`config.mk`:
```
export PLATFORM = sky130hd
export DESIGN_NAME = tr_step_ctrl
export DESIGN_NICKNAME = d
export VERILOG_FILES = /design/src/rtl/tr_step_ctrl.sv
export SDC_FILE = /design/constraint.sdc
export NUM_CORES = 1
export LEC_CHECK = 0
export BUFFER_PORTS_ARGS = -buffer_cell sky130_fd_sc_hd__buf_2
export CAP_MARGIN = 10
export CORE_ASPECT_RATIO = 1.1
export CORE_MARGIN = 10
export CORE_UTILIZATION = 60
export CTS_CLUSTER_SIZE = 20
export DETAILED_ROUTE_END_ITERATION = 12
export MAX_ROUTING_LAYER = met4
export PLACE_DENSITY = 0.87
export SLEW_MARGIN = 20
export SYNTH_ARGS = -nofsm -noshare
export SYNTH_HDL_FRONTEND = slang
export SYNTH_SLANG_ARGS = --single-unit
export TNS_END_PERCENT = 100
```
`constraint.sdc`:
```
create_clock -name clk -period 7.55 [get_ports clk]
set_input_delay 1.51 -clock clk [delete_from_list [all_inputs] [get_ports clk]]
set_output_delay 1.51 -clock clk [all_outputs]
set_load 0.03 [all_outputs]
```
`src/rtl/tr_step_ctrl.sv`:
```
// tr_step_ctrl: tracking-mode stepper loop controller.
// Zoned step rate, deadzone hold, safe reversal, watchdog.
module tr_step_ctrl #(
  parameter int WIDTH_IN  = 12,
  parameter int DX1       = 10,
  parameter int DX2       = 100,
  parameter int DEADZONE  = 9,
  parameter int P_FAR     = 1000,
  parameter int P_MID     = 10000,
  parameter int P_NEAR    = 100000,
  parameter int PULSE_W   = 250,
  parameter int DIR_SETUP = 500,
  parameter int TIMEOUT   = 5000000,
  parameter int CNT_W     = 24
) (
  input  logic                clk,
  input  logic                rst_n,
  input  logic                tr_mode_enable,
  input  logic                data_valid,
  input  logic [WIDTH_IN-1:0] x,
  input  logic [WIDTH_IN-1:0] x0,
  output logic                drv_step,
  output logic                drv_dir,
  output logic                drv_enable_SM,
  output logic [CNT_W-1:0]    step_count,
  output logic                stale
);

  localparam int PM1 = (P_FAR > P_MID) ? P_FAR : P_MID;
  localparam int PMAX = (PM1 > P_NEAR) ? PM1 : P_NEAR;
  localparam int PER_W = $clog2(PMAX + 1);
  localparam int PW_W = $clog2(PULSE_W + 1);
  localparam int DS_W = $clog2(DIR_SETUP + 1);
  localparam int WD_W = $clog2(TIMEOUT + 1);

  typedef enum logic [1:0] {
    S_IDLE, S_HOLD, S_TRACK, S_REVERSE
  } state_t;

  typedef enum logic [1:0] {
    Z_NONE, Z_NEAR, Z_MID, Z_FAR
  } zone_t;

  state_t state, state_d;
  zone_t zone;

  logic [WIDTH_IN-1:0] dx_abs, dx_new;
  logic                want_dir;
  logic                have_sample;
  logic [WD_W-1:0]     wd_cnt;
  logic [PER_W-1:0]    per_cnt, zone_per;
  logic [PW_W-1:0]     pw_cnt;
  logic [DS_W-1:0]     setup_cnt;
  logic                timeout_hit;
  logic                abort;
  logic                step_start;
  logic                dir_load;

  assign dx_new = (x >= x0) ? (x - x0) : (x0 - x);
  assign timeout_hit = !data_valid &&
    (wd_cnt == WD_W'(TIMEOUT - 1));
  assign abort = (state != S_IDLE) &&
    (!tr_mode_enable || timeout_hit);
  assign drv_enable_SM = (state == S_TRACK) ||
    (state == S_REVERSE);

  always_comb begin
    zone = Z_NONE;
    if (dx_abs >= WIDTH_IN'(DX2))
      zone = Z_FAR;
    else if (dx_abs >= WIDTH_IN'(DX1))
      zone = Z_MID;
    else if (dx_abs != '0)
      zone = Z_NEAR;
  end

  always_comb begin
    zone_per = '0;
    case (zone)
      Z_FAR:   zone_per = PER_W'(P_FAR - 1);
      Z_MID:   zone_per = PER_W'(P_MID - 1);
      Z_NEAR:  zone_per = PER_W'(P_NEAR - 1);
      default: zone_per = '0;
    endcase
  end

  // Exits from TRACK wait for the pulse to finish.
  always_comb begin
    state_d = state;
    step_start = 1'b0;
    dir_load = 1'b0;
    unique case (state)
      S_IDLE: begin
        if (tr_mode_enable && have_sample && !stale)
          state_d = S_HOLD;
      end
      S_HOLD: begin
        if (dx_abs >= WIDTH_IN'(DEADZONE)) begin
          if (want_dir == drv_dir) begin
            state_d = S_TRACK;
          end else begin
            state_d = S_REVERSE;
            dir_load = 1'b1;
          end
        end
      end
      S_TRACK: begin
        if (!drv_step && zone == Z_NONE) begin
          state_d = S_HOLD;
        end else if (!drv_step && want_dir != drv_dir) begin
          state_d = S_REVERSE;
          dir_load = 1'b1;
        end else if (per_cnt == '0 && zone != Z_NONE) begin
          step_start = 1'b1;
        end
      end
      S_REVERSE: begin
        if (want_dir != drv_dir)
          dir_load = 1'b1;
        else if (setup_cnt == '0)
          state_d = (dx_abs != '0) ? S_TRACK : S_HOLD;
      end
      default: state_d = S_IDLE;
    endcase
    if (abort) begin
      state_d = S_IDLE;
      step_start = 1'b0;
      dir_load = 1'b0;
    end
  end

  always_ff @(posedge clk or negedge rst_n) begin
    if (!rst_n) begin
      state <= S_IDLE;
      dx_abs <= '0;
      want_dir <= 1'b0;
      have_sample <= 1'b0;
      wd_cnt <= '0;
      stale <= 1'b0;
      drv_dir <= 1'b0;
      drv_step <= 1'b0;
      setup_cnt <= '0;
      per_cnt <= '0;
      pw_cnt <= '0;
      step_count <= '0;
    end else begin
      state <= state_d;
      if (data_valid) begin
        dx_abs <= dx_new;
        if (x < x0)
          want_dir <= 1'b1;
        else if (x > x0)
          want_dir <= 1'b0;
        have_sample <= 1'b1;
        wd_cnt <= '0;
        stale <= 1'b0;
      end else begin
        if (wd_cnt != WD_W'(TIMEOUT))
          wd_cnt <= wd_cnt + WD_W'(1);
        if (timeout_hit)
          stale <= 1'b1;
      end
      if (dir_load) begin
        drv_dir <= want_dir;
        setup_cnt <= DS_W'(DIR_SETUP - 1);
      end else if (setup_cnt != '0) begin
        setup_cnt <= setup_cnt - DS_W'(1);
      end
      if (state != S_TRACK)
        per_cnt <= '0;
      else if (step_start)
        per_cnt <= zone_per;
      else if (per_cnt != '0)
        per_cnt <= per_cnt - PER_W'(1);
      if (abort) begin
        drv_step <= 1'b0;
      end else if (step_start) begin
        drv_step <= 1'b1;
        pw_cnt <= PW_W'(PULSE_W - 1);
      end else if (drv_step) begin
        if (pw_cnt == '0)
          drv_step <= 1'b0;
        else
          pw_cnt <= pw_cnt - PW_W'(1);
      end
      if (step_start)
        step_count <= drv_dir ? step_count + CNT_W'(1)
                              : step_count - CNT_W'(1);
    end
  end

endmodule

```
==> results of run 1 <==
[critical path: cells and delay by family (launching register included)]
family,cells,cell delay (ns)
AND/OR/NAND/NOR,5,2.27
AO/OA/AOI/OAI,2,0.50
flip-flops,1,0.37
buffers and inverters,2,0.36
adder cells (fa/ha/maj),1,0.30
[cells by family (layout without fill, tap and decap cells)]
logic type / after synthesis / in the layout
xor gates and xnor gates: 64 / 64
DFF: 100 / 100
AOI/OAI and AO/OA: 205 / 205
and+or+nand+nor: 274 / 274
buffers and inverters: 76 / 128
adders and majority gates: 58 / 58
muxes: 17 / 17
[worst paths after layout]
check	slack, ns	to	cells after the start
min	0.46	step_count[23]$_DFFE_PN0P_	1
max reg2reg	3.68	step_count[21]$_DFFE_PN0P_	10
max in group asynchronous	5.24	step_count[4]$_DFFE_PN0P_	2
min reg2reg	0.46	step_count[23]$_DFFE_PN0P_	1
max	3.68	step_count[21]$_DFFE_PN0P_	10
min in group asynchronous	1.09	setup_cnt[5]$_DFFE_PN0P_	1
[through the flow]
step | area [µm²] | utilization [%] | setup WS, ns | power (mW) | hold slack, ns
2_1_floorplan | 6940 | - | 3.64 | 2.34 | 0.428
3_3_place_gp | 7360 | 64.6 | 3.58 | 2.69 | 0.443
3_5_place_dp | 7360 | 64.6 | 3.52 | 2.75 | 0.456
4_1_cts | 7620 | 67.0 | 3.67 | 3.19 | 0.472
5_1_grt | 7620 | 67.0 | 3.44 | 3.48 | 0.505
6_report | 7620 | 67.0 | 3.68 | 3.20 | 0.464
[layout make-up]
type	count	area, µm²
inverter	51	191
fill	967	3760
clock buffer	10	229
tap	150	188
multi-input combinational	618	4150
clock inverter	6	40.0
timing repair buffer	61	323
sequential	100	2500
[per-layer routing]
layer  share of wire [%]  up-vias  global-route usage, %
li1                    -     2918                      -
met1                  46     2748                   23.8
met2                  48      136                   30.9
met3                 4.3       30                   2.89
met4                 2.2        0                   7.40
met5                   0        -                      -
[flip-flops by register name (all words and copies together), names as in the netlist, 2 cells and up]
| register | flops |
|---|---|
| pw_cnt | 8 |
| per_cnt | 17 |
| step_count | 24 |
| dx_abs | 12 |
| wd_cnt | 23 |
| state | 2 |
| setup_cnt | 9 |
[cells in the final DEF, fill, tap and decap left out, drive strengths merged, types with 4 or more instances in the layout]
| cell | instances |
|---|---|
| inv | 52 |
| nand2 | 80 |
| xor2 | 31 |
| a31oi | 4 |
| clkinv | 4 |
| and3 | 9 |
| clkbuf | 10 |
| a211oi | 14 |
| nand4 | 6 |
| nor2b | 8 |
| buf | 61 |
| nor4b | 5 |
| dfrtp | 100 |
| or3 | 18 |
| o21a | 6 |
| mux2i | 13 |
| nor4 | 5 |
| o21ai | 62 |
| o21bai | 9 |
| mux2 | 4 |
| nor2 | 72 |
| xnor2 | 33 |
| nor3 | 19 |
| ha | 55 |
| a21o | 10 |
| nand3 | 23 |
| o31ai | 11 |
| nand2b | 6 |
| or4 | 7 |
| a21oi | 58 |
[power groups by stage]
stage / Sequential [mW] / Clock, mW / Combinational (mW)
after detailed placement: 0.852 / 0 / 1.90
after global placement: 0.843 / 0 / 1.85
after floorplan: 0.953 / 0 / 1.38
final: 0.846 / 0.428 / 1.92
after global routing: 0.870 / 0.450 / 2.16
after CTS: 0.844 / 0.432 / 1.92
==> metrics.md, run 1 <==
| Metric | Value |
|---|---|
| Synth Area per Inst | `8.74 µm²` |
| Top FF cell, synth | `dfrtp_1` |
| Synth Area in Simple Gates | `approximately a fifth` |
| Logic gate share of total power | `about 60%` |
| Synth Instances | `794` |
| Final Slew Violations | `0` |
| Area Growth Syn to Fin | `9.82%` |
| Net Sw Frac | `47.2%` |
| Xor/xnor cell area share of the yosys netlist | `8.07%` |
| Unrepaired setup endpoints after global routing | `no` |
| Syn nets | `880` |
| Setup Fix Bufs, Post-CTS | `0` |
| Register clock-pin slew on the reported worst setup and hold paths | `about 0.07 ns` |
| Largest net degree at the start of global routing | `69` |
| Synth area leader | `dfrtp_1` |
| Post-route ant nets | `0` |
| Synth top area cells | `dfrtp_1 (36%), ha_1 (9.9%), o21ai_0 (4.4%), nand2_1 (4.3%), a21oi_1 (4.2%)` |
| DRC viols | `0` |
| Peak VDD IR | `approximately 0.24 mV` |
| Non-Filler Instances | `between 900 and 1k` |
| Power Density | `419 nW/µm²` |
| Final hold vios | `0` |
| Post-synthesis mux area share | `between 2 and 3%` |
| Initial antenna violation count | `0` |
| DR pass1 iterations | `7` |
| Ant diodes | `0` |
| CTS sink cnt | `100` |
| Worst clock skew | `around 0.014 ns` |
| Max_cap viols | `0` |
| Max Clk Rate | `approximately 260 MHz` |
| Avg Vias per Cell | `between 5 and 6` |
| Yosys warns | `0` |
| Adder-cell area share of the yosys netlist | `10.8%` |
| Gpl congestion | `roughly 0.94` |
| Status | `finished, final reports clean` |
| Slew headroom | `39.1%` |
| Crit start category | `register` |
| Top cells by count, synth | `dfrtp_1 (100), nand2_1 (79), nor2_1 (72)` |
| Global-route wire length before repair | `about 26 mm` |
| Vias in the first global route | `5,805` |
| Die ar. | `roughly 16,000 µm²` |
| I/O pins | `56` |
| Post-CTS Hold Fix Bufs | `0` |
| Minimum clock period | `just under 4 ns` |
| Via count | `5,832` |
| Most used cell, CP | `or4_1` |
| Seq cells post-synth | `100` |
| Synthesized area | `slightly below 7000 µm²` |
| CTS Buffer Depth | `2` |
| Root Driver | `clkbuf_16` |
| Slowest-stage cell, CP | `nor4b_2` |
| Leak Pwr | `3.56 nW` |
| GRT overflow | `0` |
| Final wirelength | `around 15 mm` |
| Ys async rst share | `100%` |
| CTS tree | `yes` |
| Worst path max stage delay | `about 0.64 ns` |
| CP max FO | `49` |
| Post-CTS Resized | `0` |
| Initial core utilization | `roughly three fifths` |
| Post-synthesis sequential area ratio | `36.0%` |
| Crit Path Category | `register to register` |
| Share of layout cells above drive strength 1 | `a little under an eighth` |
| Worst setup path startpoint | `dx_abs[9]$_DFFE_PN0P_` |
| Synth Area in Compound Gates | `approximately 19%` |
| CTS H-tree depth | `3` |
| Hold Crit Class | `register to register` |
| Psw | `between 1.5 and 2 mW` |
| Chip height | `133 µm` |
| CP Data Required Time | `about 7.8 ns` |
| Post-DP HPWL | `11.1 mm` |
| TritonCTS buffer count | `9` |
| Placed Cells incl. Taps | `980` |
| Routed wire per std cell | `15.0 µm` |
| Unique masters post-synth | `68` |
| Detailed Route Iter0 Violations | `~450` |
| Row Count | `41` |
| Largest family of logic cells by synthesized area | `simple AND/OR/NAND/NOR gates` |
| Net count, final | `~900` |
| Hold Crit Start | `step_count[23]$_DFFE_PN0P_` |
| Clock latency at the later pin of the worst-skew pair | `0.35 ns` |
| Count leader, synth | `dfrtp_1` |
| Die Wd | `about 120 µm` |
| Part of the power in registers | `26.5%` |
| CP arrival | `4.15 ns` |
| Fin crit share | `between 50% and 60%` |
| Clk pwr share | `13.4%` |
| Number of port buffers | `55` |
| CORE AREA | `roughly 11,000 µm²` |
| Area fraction of the dominant cell type after synthesis | `between 30 and 40%` |
| Worst Max-Slew Pin Slew | `0.901 ns` |
| Post-synth EDFFs | `0` |
| RR Startpoint | `dx_abs[9]$_DFFE_PN0P_` |
| Setup_tns | `0 ns` |
| Overall routing resource usage | `between 10% and 20%` |
| Worst-path cell chain | `or4_1 -> nor4b_2 -> a21oi_1 -> ha_1 -> inv_1 -> o211ai_1 -> or3_1 -> buf_4 -> or4_1 -> nand3_1` |
| Element type at the critical path end | `register` |
| # setup viols final | `0` |
| Int Power | `between 1.5 and 2 mW` |
Note: power is estimated with default switching activity, not from simulation.
==> run 2: changes to the inputs <==
CORE_UTILIZATION = 55   (was 60)
PLACE_DENSITY = 0.84   (was 0.87)
clock period = 3.2 ns   (was 7.55 ns; I/O delays follow)
==> run 2 against run 1 <==
Effect of this change:
- count of clock-buffer cells in the layout is 3 higher
- power is 150% higher
- die area is 7.6% higher
- sequential cell count stayed put
- global-route usage is 1.1 points lower
- sequential power is 140% higher
- first-iteration DRC count is 24% lower
- maximum frequency is 28% higher
- critical endpoint unchanged
- largest cell class unchanged
==> metrics.md, run 2 (synthesis gave the netlist of run 1 again) <==
| Metric | Value |
|---|---|
| Status | `finished, final reports clean (unchanged)` |
| Initial antenna violation count | `0 (unchanged)` |
| Chip height | `138 µm (was 133 µm)` |
| CP max FO | `4 (was 49)` |
| Overall routing resource usage | `18.2% (was 19.2%)` |
| CTS tree | `yes (unchanged)` |
| Routed wire per std cell | `14.9 µm (was 15.0 µm)` |
| Final wirelength | `15.3 mm (was 14.9 mm)` |
| Largest net degree at the start of global routing | `61 (was 69)` |
| Root Driver | `clkbuf_16 (unchanged)` |
| Logic gate share of total power | `60.3% (was 60.2%)` |
| Initial core utilization | `55.6% (was 61.0%)` |
| Post-route ant nets | `0 (unchanged)` |
| I/O pins | `56 (unchanged)` |
| Worst path depth | `9 (was 10)` |
| Most frequent cells in the layout | `dfrtp_1 (100), nand2_1 (79), nor2_1 (72) (unchanged)` |
| Peak VDD IR | `0.843 mV (was 0.238 mV)` |
| Fin crit share | `94.8% (was 51.2%)` |
| Part of the power in registers | `25.3% (was 26.5%)` |
| Buf+Inv Stages, Crit Path | `1 (was 2)` |
| Max Clk Rate | `330 MHz (was 258 MHz)` |
| Unrepaired setup endpoints after global routing | `yes (was no)` |
| Slack of the worst reg-to-reg path | `0.17 ns (was 3.68 ns)` |
| Slew headroom | `46.3% (was 39.1%)` |
| Most common cell after layout, fill and taps aside | `dfrtp_1 (unchanged)` |
| Area Growth Syn to Fin | `14.1% (was 9.82%)` |
| Largest regs | `step_count x24, wd_cnt x23, per_cnt x17 (unchanged)` |
| Share of layout cells above drive strength 1 | `14.8% (was 11.5%)` |
| Element type at the critical path end | `register (unchanged)` |
| CTS sink cnt | `100 (unchanged)` |
| Worst Max-Slew Pin Slew | `0.799 ns (was 0.901 ns)` |
| Worst r2r path cells | `9 (was 10)` |
| # setup viols final | `0 (unchanged)` |
| Global-route wire length before repair | `26.2 mm (was 26.0 mm)` |
| Die Wd | `127 µm (was 123 µm)` |
| Hold Crit Class | `input pin to asynchronous set/reset pin (was register to register)` |
| CORE AREA | `12,500 µm² (was 11,400 µm²)` |
| Final Slew Violations | `0 (unchanged)` |
| Minimum clock period | `3.03 ns (was 3.87 ns)` |
| Cell family with most CP delay | `simple AND/OR/NAND/NOR gates (unchanged)` |
| Avg Vias per Cell | `5.77 (was 5.86)` |
| Number of port buffers | `55 (unchanged)` |
| CP Data Required Time | `3.48 ns (was 7.83 ns)` |
| Net count, final | `954 (was 927)` |
| Total power | `7.89 mW (was 3.20 mW)` |
| Post-DP HPWL | `11.5 mm (was 11.1 mm)` |
| Via count | `5,939 (was 5,832)` |
| Die ar. | `17,500 µm² (was 16,300 µm²)` |
| DRC viols | `0 (unchanged)` |
| Net Sw Frac | `45.8% (was 47.2%)` |
| Final hold vios | `0 (unchanged)` |
| Max_cap viols | `0 (unchanged)` |
| Max reg flops | `24 (unchanged)` |
| Footprint of the multi-input gates | `4190 µm² (was 4150 µm²)` |
| CTS H-tree depth | `3 (unchanged)` |
| CTS Buffer Depth | `2 (unchanged)` |
| GRT overflow | `0 (unchanged)` |
| Int Power | `4.27 mW (was 1.69 mW)` |
| Power Density | `996 nW/µm² (was 419 nW/µm²)` |
| Detailed Route Iter0 Violations | `341 (was 451)` |
| Clk pwr share | `14.4% (was 13.4%)` |
| Worst path max stage delay | `0.56 ns (was 0.64 ns)` |
| RR Endpoint | `step_count[21]$_DFFE_PN0P_ (unchanged)` |
| Ant diodes | `0 (unchanged)` |
| Slowest-stage cell, CP | `or4_4 (was nor4b_2)` |
| Worst clock skew | `0.00751 ns (was 0.0137 ns)` |
| DR pass1 iterations | `5 (was 7)` |
| Row Count | `43 (was 41)` |
| Reg area | `2500 µm² (unchanged)` |
| Clock latency at the later pin of the worst-skew pair | `0.35 ns (about the same)` |
| Psw | `3.61 mW (was 1.51 mW)` |
| Most flops, register | `step_count (unchanged)` |
| TritonCTS buffer count | `9 (unchanged)` |
| Leak Pwr | `3.73 nW (was 3.56 nW)` |
| Vias in the first global route | `5,821 (was 5,805)` |
| Register clock-pin slew on the reported worst setup and hold paths | `0.07 ns (about the same)` |
| Post-CTS Hold Fix Bufs | `0 (unchanged)` |
| Worst-path cell chain | `or4_4 -> nor4b_4 -> a21oi_1 -> ha_1 -> inv_1 -> o211ai_1 -> or3_4 -> or4_1 -> nand3_1 (was or4_1 -> nor4b_2 -> a21oi_1 -> ha_1 -> inv_1 -> o211ai_1 -> or3_1 -> buf_4 -> or4_1 -> nand3_1)` |
| RR Startpoint | `dx_abs[9]$_DFFE_PN0P_ (unchanged)` |
| Setup_tns | `0 ns (unchanged)` |
| Gpl congestion | `0.895 (was 0.944)` |
| CP arrival | `3.31 ns (was 4.15 ns)` |
| Fillcell total | `1,018 (was 967)` |
| Crit Path Category | `register to register (unchanged)` |
| Final Core Density | `63.5% (was 67.0%)` |
| Crit start category | `register (unchanged)` |
==> run 2: worst max-delay path by stage <==
stage,to,startpoint
floorplan,pw_cnt[6]$_DFFE_PN0P_,dx_abs[9]$_DFFE_PN0P_
global route,step_count[23]$_DFFE_PN0P_,drv_dir$_DFFE_PN0P_
detailed placement,pw_cnt[4]$_DFFE_PN0P_,dx_abs[9]$_DFFE_PN0P_
global placement,pw_cnt[4]$_DFFE_PN0P_,dx_abs[9]$_DFFE_PN0P_
CTS,pw_cnt[4]$_DFFE_PN0P_,dx_abs[9]$_DFFE_PN0P_
finish,step_count[21]$_DFFE_PN0P_,dx_abs[9]$_DFFE_PN0P_
==> run 2: per-layer routing <==
layer | part of all wire, % | up-vias | GRT usage, %
met4 | 1.8 | 0 | 6.27
met1 | 44 | 2833 | 20.8
li1 | - | 2963 | -
met2 | 50 | 119 | 31.8
met3 | 4.1 | 24 | 2.81
met5 | 0 | - | -
==> run 2: what timing repair did <==
item	CTS	global route
endpoints found under the hold margin	0	0
setup buffers	1	3
resized for setup	1	6
endpoints found under the setup margin	1	13
pin swaps	0	1
==> run 2: power by group through the flow <==
| stage | logic [mW] | clock network (mW) | registers [mW] |
|---|---|---|---|
| 5_1_grt | 5.30 | 1.20 | 2.05 |
| 2_1_floorplan | 3.27 | 0 | 2.25 |
| 3_3_place_gp | 4.50 | 0 | 1.98 |
| 4_1_cts | 4.69 | 1.16 | 1.99 |
| 3_5_place_dp | 4.63 | 0 | 2.00 |
| 6_report | 4.75 | 1.14 | 2.00 |
==> run 2: final cells by class <==
type	count	area share, %
clock buffer	13	3.41
clock inverter	3	0.553
inverter	51	2.46
multi-input combinational	618	52.9
sequential	100	31.6
tap	157	2.48
timing repair buffer	88	6.64
==> run 2: worst register-to-register path: cells and delay by family, from the launching register on <==
kind | cells | cell delay, ns
compound gates | 2 | 0.33
buf+inv | 1 | 0.09
simple gates | 5 | 1.96
flops | 1 | 0.37
fa+ha+maj | 1 | 0.22
==> run 2: through the flow <==
step / hold WS [ns] / worst slack (ns) / instance area (µm²) / instances
after floorplan: 0.344 / 0.0139 / 6950 / 794
after global placement: 0.443 / 0.105 / 7550 / 1010
after detailed placement: 0.448 / 0.0212 / 7550 / 1010
after CTS: 0.401 / 0.0483 / 7870 / 1027
after global routing: 0.440 / -0.0197 / 7920 / 1030
final: 0.369 / 0.167 / 7920 / 1030
==> run 3: changes to the inputs <==
MAX_ROUTING_LAYER = not set   (was met4)
==> run 3 against run 2 <==
Effect of this change:
- non-clock buffer count is 5 lower
- setup slack better by 0.0082 ns
- count of clock-buffer cells in the layout is 2 higher
- hold slack worse by 0.18 ns
- combinational power is 0.8% lower
- largest power group unchanged
- largest cell class unchanged
- clock skew is 0.0011 ns higher
- critical endpoint is now pw_cnt[4]$_DFFE_PN0P_
- via count is 0.79% higher
- wire length is 1.8% lower
- design area is 0.19% lower
==> metrics.md, run 3 (synthesis gave the netlist of run 1 again) <==
| Metric | Value |
|---|---|
| Worst clock skew | `0.00866 ns (was 0.00751 ns)` |
| Crit Path Category | `register to register (unchanged)` |
| Final hold vios | `0 (unchanged)` |
| CP max FO | `5 (was 4)` |
| Via count | `5,986 (was 5,939)` |
| CP Data Required Time | `3.48 ns (about the same)` |
| Status | `finished, final reports clean (unchanged)` |
| Most flops, register | `step_count (unchanged)` |
| I/O pins | `56 (unchanged)` |
| Power Density | `987 nW/µm² (was 996 nW/µm²)` |
| CTS tree | `yes (unchanged)` |
| CP arrival | `3.30 ns (was 3.31 ns)` |
| CTS sink cnt | `100 (unchanged)` |
| Max_cap viols | `0 (unchanged)` |
| # setup viols final | `0 (unchanged)` |
| Root Driver | `clkbuf_16 (unchanged)` |
| Final wirelength | `15.1 mm (was 15.3 mm)` |
| Most common cell after layout, fill and taps aside | `dfrtp_1 (unchanged)` |
| CTS Buffer Depth | `2 (unchanged)` |
| Post-route ant nets | `0 (unchanged)` |
| Largest regs | `step_count x24, wd_cnt x23, per_cnt x17 (unchanged)` |
| TritonCTS buffer count | `9 (unchanged)` |
| CORE AREA | `12,500 µm² (unchanged)` |
| Overall routing resource usage | `17.2% (was 18.2%)` |
| Gpl congestion | `0.905 (was 0.895)` |
| Setup_tns | `0 ns (unchanged)` |
| Unrepaired setup endpoints after global routing | `no (was yes)` |
| Vias in the first global route | `5,801 (was 5,821)` |
| Ant diodes | `0 (unchanged)` |
| Post-CTS Hold Fix Bufs | `0 (unchanged)` |
| Global-route wire length before repair | `25.6 mm (was 26.2 mm)` |
| Area Growth Syn to Fin | `13.9% (was 14.1%)` |
| Detailed Route Iter0 Violations | `504 (was 341)` |
| CTS H-tree depth | `3 (unchanged)` |
| Post-DP HPWL | `11.2 mm (was 11.5 mm)` |
| Hold Crit Class | `input pin to asynchronous set/reset pin (unchanged)` |
| Largest net degree at the start of global routing | `78 (was 61)` |
| Max Clk Rate | `331 MHz (was 330 MHz)` |
| Row Count | `43 (unchanged)` |
| WHS | `0.188 ns (was 0.369 ns)` |
| Initial core utilization | `55.6% (unchanged)` |
| Worst Max-Slew Pin Slew | `0.717 ns (was 0.799 ns)` |
| DR pass1 iterations | `6 (was 5)` |
| Element type at the critical path end | `register (unchanged)` |
| Max reg flops | `24 (unchanged)` |
| Worst setup path startpoint | `dx_abs[9]$_DFFE_PN0P_ (unchanged)` |
| Leak Pwr | `3.71 nW (was 3.73 nW)` |
| Register clock-pin slew on the reported worst setup and hold paths | `0.06 ns (was 0.07 ns)` |
| Setup WS post-layout | `0.175 ns (was 0.167 ns)` |
| DRC viols | `0 (unchanged)` |
| GRT overflow | `0 (unchanged)` |
| Peak VDD IR | `0.822 mV (was 0.843 mV)` |
| Most frequent cells in the layout | `dfrtp_1 (100), nand2_1 (79), nor2_1 (72) (unchanged)` |
| Die Wd | `127 µm (unchanged)` |
| Fillcell total | `1,036 (was 1,018)` |
| Slew headroom | `51.5% (was 46.3%)` |
| Final Slew Violations | `0 (unchanged)` |
| Fin crit share | `94.5% (was 94.8%)` |
| Crit start category | `register (unchanged)` |
| Clock latency at the later pin of the worst-skew pair | `0.35 ns (about the same)` |
| Chip height | `138 µm (unchanged)` |
| Die ar. | `17,500 µm² (unchanged)` |
| DP Worst Slack | `0.0289 ns (was 0.0212 ns)` |
| Avg Vias per Cell | `5.84 (was 5.77)` |
| Share of layout cells above drive strength 1 | `14.1% (was 14.8%)` |
| RR Startpoint | `dx_abs[9]$_DFFE_PN0P_ (unchanged)` |
| Net count, final | `949 (was 954)` |
| Initial antenna violation count | `0 (unchanged)` |
| Routed wire per std cell | `14.7 µm (was 14.9 µm)` |
| Minimum clock period | `3.02 ns (was 3.03 ns)` |
| Number of port buffers | `55 (unchanged)` |
[run 3: cell types whose count changed in the layout (fill, tap and decap cells not counted), sizes merged]
cell / delta
buf: -5
clkbuf: +2
clkinv: -2
clkinvlp: -1
inv: +1
[run 3: timing repair]
action                                  in CTS  in global routing
resized for setup                            0                  9
buffers inserted                             1                  1
pin swaps                                    0                  1
hold endpoints to repair                     0                  0
endpoints found under the setup margin       1                 24
[run 3: power by group]
group / switching [mW] / internal (mW)
registers: 0.350 / 1.64
clock network: 0.452 / 0.651
logic: 2.76 / 1.95
total: 3.56 / 4.24
[run 3: final timing paths]
check                                                  end  slack (ns)  cells past startpoint
min in group clk                step_count[23]$_DFFE_PN0P_        0.47                      1
max in group asynchronous          per_cnt[12]$_DFFE_PN0P_        2.32                      2
worst max register to register       pw_cnt[4]$_DFFE_PN0P_        0.18                     12
worst max-delay path                 pw_cnt[4]$_DFFE_PN0P_        0.18                     12
worst min register to register  step_count[23]$_DFFE_PN0P_        0.47                      1
worst min-delay path              setup_cnt[6]$_DFFE_PN0P_        0.19                      1
[run 3: through the flow]
step / area [µm²] / total power, mW / utilization [%] / std cells
detailed placement: 7550 / 6.63 / 60.5 / 1007
CTS: 7850 / 7.76 / 62.9 / 1024
floorplan: 6950 / 5.52 / - / 794
global placement: 7550 / 6.50 / 60.5 / 1007
global route: 7910 / 8.42 / 63.3 / 1025
finish: 7910 / 7.80 / 63.3 / 1025
[run 3: cell type report]
cell class	instances	area, µm²	area share (%)
clock inverter	1	30.0	0.380
multi-input combinational	618	4200	53.1
inverter	51	191	2.42
timing repair buffer	83	520	6.58
tap	157	196	2.48
clock buffer	15	268	3.39
sequential	100	2500	31.7
[run 3: critical path, stage by stage (launching register included)]
cell	delay, ns
dfrtp_1	0.40
or4_4	0.56
nor4b_4	0.30
a21oi_2	0.10
ha_1	0.22
inv_1	0.10
o211ai_1	0.21
o41ai_4	0.27
o21ai_2	0.14
inv_2	0.11
nand2_4	0.07
or4_1	0.40
nand3_1	0.09
[run 3: metal layers]
metal | GRT usage (%) | share of wire [%] | up-vias
met4 | 7.66 | 2.4 | 0
met3 | 2.93 | 4.4 | 26
li1 | - | - | 2961
met1 | 20.7 | 44 | 2851
met2 | 29.6 | 49 | 148
met5 | 0 | 0 | -
